<file path="src/rtl/rv_fetch_pkg.sv">
// Shared fetch-stage definitions: FSM states, NOP encoding, reset PC and
// instruction field positions (also used by control_unit).
package rv_fetch_pkg;

    localparam int unsigned ILEN = 32;

    localparam logic [ILEN-1:0] NOP_INSTR    = 32'h0000_0013;
    localparam logic [31:0]     RESET_PC_DEF = 32'h0000_0000;

    // Base-ISA field positions
    localparam int unsigned OP_LSB     = 0;
    localparam int unsigned OP_W       = 7;
    localparam int unsigned FUNCT3_LSB = 12;
    localparam int unsigned FUNCT3_W   = 3;
    localparam int unsigned FUNCT7_LSB = 25;
    localparam int unsigned FUNCT7_W   = 7;

    typedef enum logic [1:0] {
        FETCH      = 2'd0,
        FULL_FETCH = 2'd1,
        FULL_HOLD  = 2'd2
    } fetch_state_e;

endpackage

</file>
<file path="src/rtl/instr_fetch.sv">
// Fetch stage: owns the PC, fetches over a variable-latency req/ack port,
// holds the current instruction (IR) plus a one-word prefetch buffer (PB).
module instr_fetch
    import rv_fetch_pkg::*;
#(
    parameter int unsigned     XLEN     = 32,
    parameter logic [XLEN-1:0] RESET_PC = XLEN'(RESET_PC_DEF)
) (
    input  logic                clk,
    input  logic                rst,
    output logic                imem_req,
    output logic [XLEN-1:0]     imem_addr,
    input  logic                imem_ack,
    input  logic [ILEN-1:0]     imem_rdata,
    output logic                instr_valid,
    output logic [ILEN-1:0]     instr,
    output logic [XLEN-1:0]     pc,
    output logic [XLEN-1:0]     pc_plus4,
    output logic [OP_W-1:0]     op,
    output logic [FUNCT3_W-1:0] funct3,
    output logic [FUNCT7_W-1:0] funct7,
    input  logic                consume,
    input  logic                redirect,
    input  logic [XLEN-1:0]     redirect_target,
    output logic                misalign_err
);

    fetch_state_e    state;
    logic [XLEN-1:0] fetch_pc;
    logic [XLEN-1:0] pend_pc;
    logic [XLEN-1:0] pb_pc;
    logic [ILEN-1:0] pb;
    logic            drop;

    logic            ack_v;
    logic            take;
    logic            redir;
    logic [XLEN-1:0] target;

    assign ack_v  = imem_req & imem_ack;
    assign take   = consume & instr_valid;
    assign redir  = take & redirect;
    assign target = {redirect_target[XLEN-1:2], 2'b00};

    assign imem_addr = fetch_pc;
    assign pc_plus4  = pc + XLEN'(4);
    assign op        = instr[OP_LSB     +: OP_W];
    assign funct3    = instr[FUNCT3_LSB +: FUNCT3_W];
    assign funct7    = instr[FUNCT7_LSB +: FUNCT7_W];

    // Fetch FSM; a redirect with an unacked request parks the target in
    // pend_pc so imem_addr stays stable until the stale ack is discarded.
    always_ff @(posedge clk or negedge rst) begin
        if (!rst) begin
            state        <= FETCH;
            imem_req     <= 1'b0;
            fetch_pc     <= RESET_PC;
            pend_pc      <= RESET_PC;
            instr_valid  <= 1'b0;
            instr        <= NOP_INSTR;
            pc           <= RESET_PC;
            pb           <= NOP_INSTR;
            pb_pc        <= RESET_PC;
            drop         <= 1'b0;
            misalign_err <= 1'b0;
        end else if (drop) begin
            if (ack_v) begin
                drop     <= 1'b0;
                fetch_pc <= pend_pc;
            end
        end else if (redir) begin
            instr_valid <= 1'b0;
            state       <= FETCH;
            imem_req    <= 1'b1;
            if (redirect_target[1:0] != 2'b00) begin
                misalign_err <= 1'b1;
            end
            if (imem_req && !ack_v) begin
                drop    <= 1'b1;
                pend_pc <= target;
            end else begin
                fetch_pc <= target;
            end
        end else begin
            unique case (state)
                FETCH: begin
                    imem_req <= 1'b1;
                    if (ack_v) begin
                        instr       <= imem_rdata;
                        pc          <= fetch_pc;
                        instr_valid <= 1'b1;
                        fetch_pc    <= fetch_pc + XLEN'(4);
                        state       <= FULL_FETCH;
                    end
                end
                FULL_FETCH: begin
                    if (take && ack_v) begin
                        instr    <= imem_rdata;
                        pc       <= fetch_pc;
                        fetch_pc <= fetch_pc + XLEN'(4);
                    end else if (take) begin
                        instr_valid <= 1'b0;
                        state       <= FETCH;
                    end else if (ack_v) begin
                        pb       <= imem_rdata;
                        pb_pc    <= fetch_pc;
                        fetch_pc <= fetch_pc + XLEN'(4);
                        imem_req <= 1'b0;
                        state    <= FULL_HOLD;
                    end
                end
                FULL_HOLD: begin
                    if (take) begin
                        instr    <= pb;
                        pc       <= pb_pc;
                        imem_req <= 1'b1;
                        state    <= FULL_FETCH;
                    end
                end
                default: begin
                    state <= FETCH;
                end
            endcase
        end
    end

endmodule

</file>
<file path="config.mk">
export PLATFORM = sky130hd
export DESIGN_NAME = instr_fetch
export DESIGN_NICKNAME = d
export VERILOG_FILES = /design/src/rtl/rv_fetch_pkg.sv /design/src/rtl/instr_fetch.sv
export SDC_FILE = /design/constraint.sdc
export NUM_CORES = 1
export LEC_CHECK = 0
export ABC_CLOCK_PERIOD_IN_PS = 1600
export BUFFER_PORTS_ARGS = -buffer_cell sky130_fd_sc_hd__buf_2
export CAP_MARGIN = 10
export CORE_MARGIN = 4
export CORE_UTILIZATION = 40
export CTS_BUF_LIST = sky130_fd_sc_hd__clkbuf_8
export CTS_CLUSTER_DIAMETER = 50
export DETAILED_ROUTE_END_ITERATION = 12
export SETUP_SLACK_MARGIN = 0.05
export SLEW_MARGIN = 30
export SYNTH_ARGS = -nofsm -noshare
export SYNTH_HDL_FRONTEND = slang
export SYNTH_SLANG_ARGS = --single-unit
</file>
<file path="constraint.sdc">
create_clock -name clk -period 1.6 [get_ports clk]
set_input_delay 0.08 -clock clk [delete_from_list [all_inputs] [get_ports clk]]
set_output_delay 0.08 -clock clk [all_outputs]
set_load 0.01 [all_outputs]
</file>
==> reports/qor.csv <==
stage,metric,value,unit
layout,antennaDiodeCount,0,
worst_setup_path,rr_worst_depth,8,
layout,area_growth,70.7,%
synthesis,synth_cells,954,
synthesis,synth_area,0.00962,sq mm
global_routing,grt_pass1_vias,9279,
sta,fmax,0.459,GHz
sta,post-route-period-util,1.36,
synthesis,yosysSeqAreaShare,0.495,
worst_setup_path,crit_required,1520,ps
worst_setup_path,worstSetupPathType,flop to primary output,
global_routing,grt_max_degree,53,
route,drc,0,
die,ios,217,
cts,cts_made_buffers,17,
cts,insertion_delay,480,ps
cts,htree_levels,4,
sta,setup_slack,-581,ps
layout,layout-drive-gt1-share,0.577,
route,drt-total-wl,34800,microns
power_and_ir_drop,power.leakage,7.59,nW
die,core,0.0235,sq mm
die,dieArea,0.0266,sq mm
layout,nets,1499,
route,num_vias,9332,
worst_setup_path,timing.rr.start,imem_req,
synthesis,yosys.area.top_type,dfrtp_1,
global_routing,grt-ovfl-total,0,
synthesis,synth_commonest_cells,"dfrtp_1, nand2_1, o21ai_0, mux2_2, mux2i_1",
sta,fin_setup_tns,-30610,ps
die,rows,56,
cts,cts_tree,done,
sta,finalHoldViolCount,0,
placed_design,pre_cts_slack,-199,ps
synthesis,synth_area_leaders,"dfrtp_1, mux2_2, o21ai_0",
placed_design,dp_hpwl,19900,microns
global_routing,grt_pass1_wl,52800,microns
sta,finalClockSkew,22.4,ps
power_and_ir_drop,peakVddDrop,0.812,mV
sta,rsz0062_at_grt,yes,
route,antenna_left,0,
global_routing,grt_usage,0.254,
die,die_width,163,microns
placed_design,placed_area,0.0125,sq mm
worst_setup_path,r2r-end,imem_addr[21],
synthesis,yosysWarnings,0,
synthesis,synth_edf_count,0,
worst_setup_path,reg2reg_setup_slack,-240,ps
cts,cts.path.max_buffers,2,
power_and_ir_drop,power_density,1910,mW/mm^2
run_status,violations,setup timing,
worst_setup_path,worst-endpoint-arrival,2100,ps
worst_setup_path,startpoint_type,flop,
sta,setup_violations,211,
synthesis,yosysUniqueCellTypes,51,
synthesis,avgSynthCellArea,10.1,sq um
cts,cts_root_buf,clkbuf_8,
route,wl_per_cell,19.8,microns
hold_path,hp-class,input port to async pin,
cts,clkSinkCount,190,
die,die_y,163,microns
layout,stdcell_area,0.0164,sq mm
worst_setup_path,endpoint_kind,primary output,
route,drt_iter0_markers,650,
global_routing,antenna_found_initial,0,
synthesis,yosysMostFrequentCell,dfrtp_1,
route,vias_per_cell,5.30,
synthesis,synth_top_cell_area_share,0.478,
power_and_ir_drop,power,31.4,mW
run_status,status,finished with violations,
worst_setup_path,path_max_fanout,4,
sta,maxSlewViolCount,0,
placed_design,routabilityCongestion,0.902,
layout,final_util,0.698,
sta,fin_crit,2180,ps
synthesis,synth.ff_latch_count,190,
placed_design,port_buffers,210,
synthesis,ys.flop_type,dfrtp_1,
route,firstDrtPassIters,5,
die,initial_core_util,0.409,
cts,path_clk_slew,110,ps
synthesis,async_flop_share,1.00,
flow_run,drv_cap,0,
## critical path, cell delays in order (launching register included)
cell     delay, ps
dfrtp_1        430
ha_4           150
nand4_1        150
nor3_4         190
nand4_1        220
nor2_1         200
xor2_1         150
buf_2          140
## registers in the layout, summed over array words and instances (netlist names)
name / cells
instr: 32
pb: 32
imem_addr: 30
pb_pc: 30
pc: 30
pend_pc: 30
state: 2
drop: 1
imem_req: 1
instr_valid: 1
misalign_err: 1
## where the power goes
| part | internal, mW | switching [mW] |
|---|---|---|
| Combinational | 10.3 | 8.95 |
| Sequential | 7.14 | 1.79 |
| Clock | 1.19 | 2.04 |
## cell usage in the layout, fill, tap and decap left out, types with 22 or more instances in the layout
cell,n
buf_2,209
buf_12,38
nor2_1,44
dlygate4sd3_1,67
buf_6,38
nand2_4,36
mux2i_1,55
dfrtp_1,173
nand2_1,74
nand2_2,27
buf_4,146
o21ai_2,66
o21ai_1,25
mux2_4,92
nand4_1,22
## what timing repair did
action / in CTS / in global routing
pin swaps: 107 / 71
setup endpoints to repair: 211 / 213
resized for setup: 342 / 163
setup buffers: 57 / 25
hold buffers: 67 / 0
cloned: 36 / 4
endpoints found under the hold margin: 283 / 0
## how the worst max path moves through the flow
stage,start,to,slack (ps)
after floorplan,imem_req,imem_addr[21],-100
after global placement,state[1],pc[21],-210
after detailed placement,state[1],pc[21],-200
after CTS,pc[2],pc_plus4[28],-580
after global routing,pc[6],pc_plus4[30],-730
final,pc[3],pc_plus4[28],-580
## logic make-up after synthesis
family / synth area share
and+or+nand+nor: 0.143
AOI/OAI and AO/OA: 0.117
DFF: 0.495
muxes: 0.166
buffers and inverters: 0.0499
xor gates and xnor gates: 0.0255
adders and majority gates: 0.00260
other: 0.000390
## layer usage
layer | global-route usage | wire [microns] | share of wire | vias to the layer above
met5 | 0 | 0 | 0 | -
li1 | - | - | - | 4344
met1 | 0.340 | 15100 | 0.43 | 4591
met4 | 0.0835 | 912 | 0.026 | 0
met2 | 0.423 | 17000 | 0.49 | 328
met3 | 0.0419 | 1830 | 0.053 | 69
## stage by stage
stage,instances,hold WS [ps]
after floorplan,959,-216
after global placement,1566,19.5
after detailed placement,1566,19.6
after CTS,1757,34.4
after global routing,1760,53.8
final,1760,66.6
## final cells by class
| cell class | count | area (sq um) |
|---|---|---|
| fillers | 1691 | 7120 |
| multi-input cells | 674 | 6000 |
| repair buffers | 530 | 4800 |
| flip-flops and latches | 190 | 4780 |
| well taps | 319 | 399 |
| clock buffers | 17 | 234 |
| clock inverters | 15 | 164 |
| inverters | 15 | 56.3 |
No activity file was read; power rests on OpenSTA's default activity.
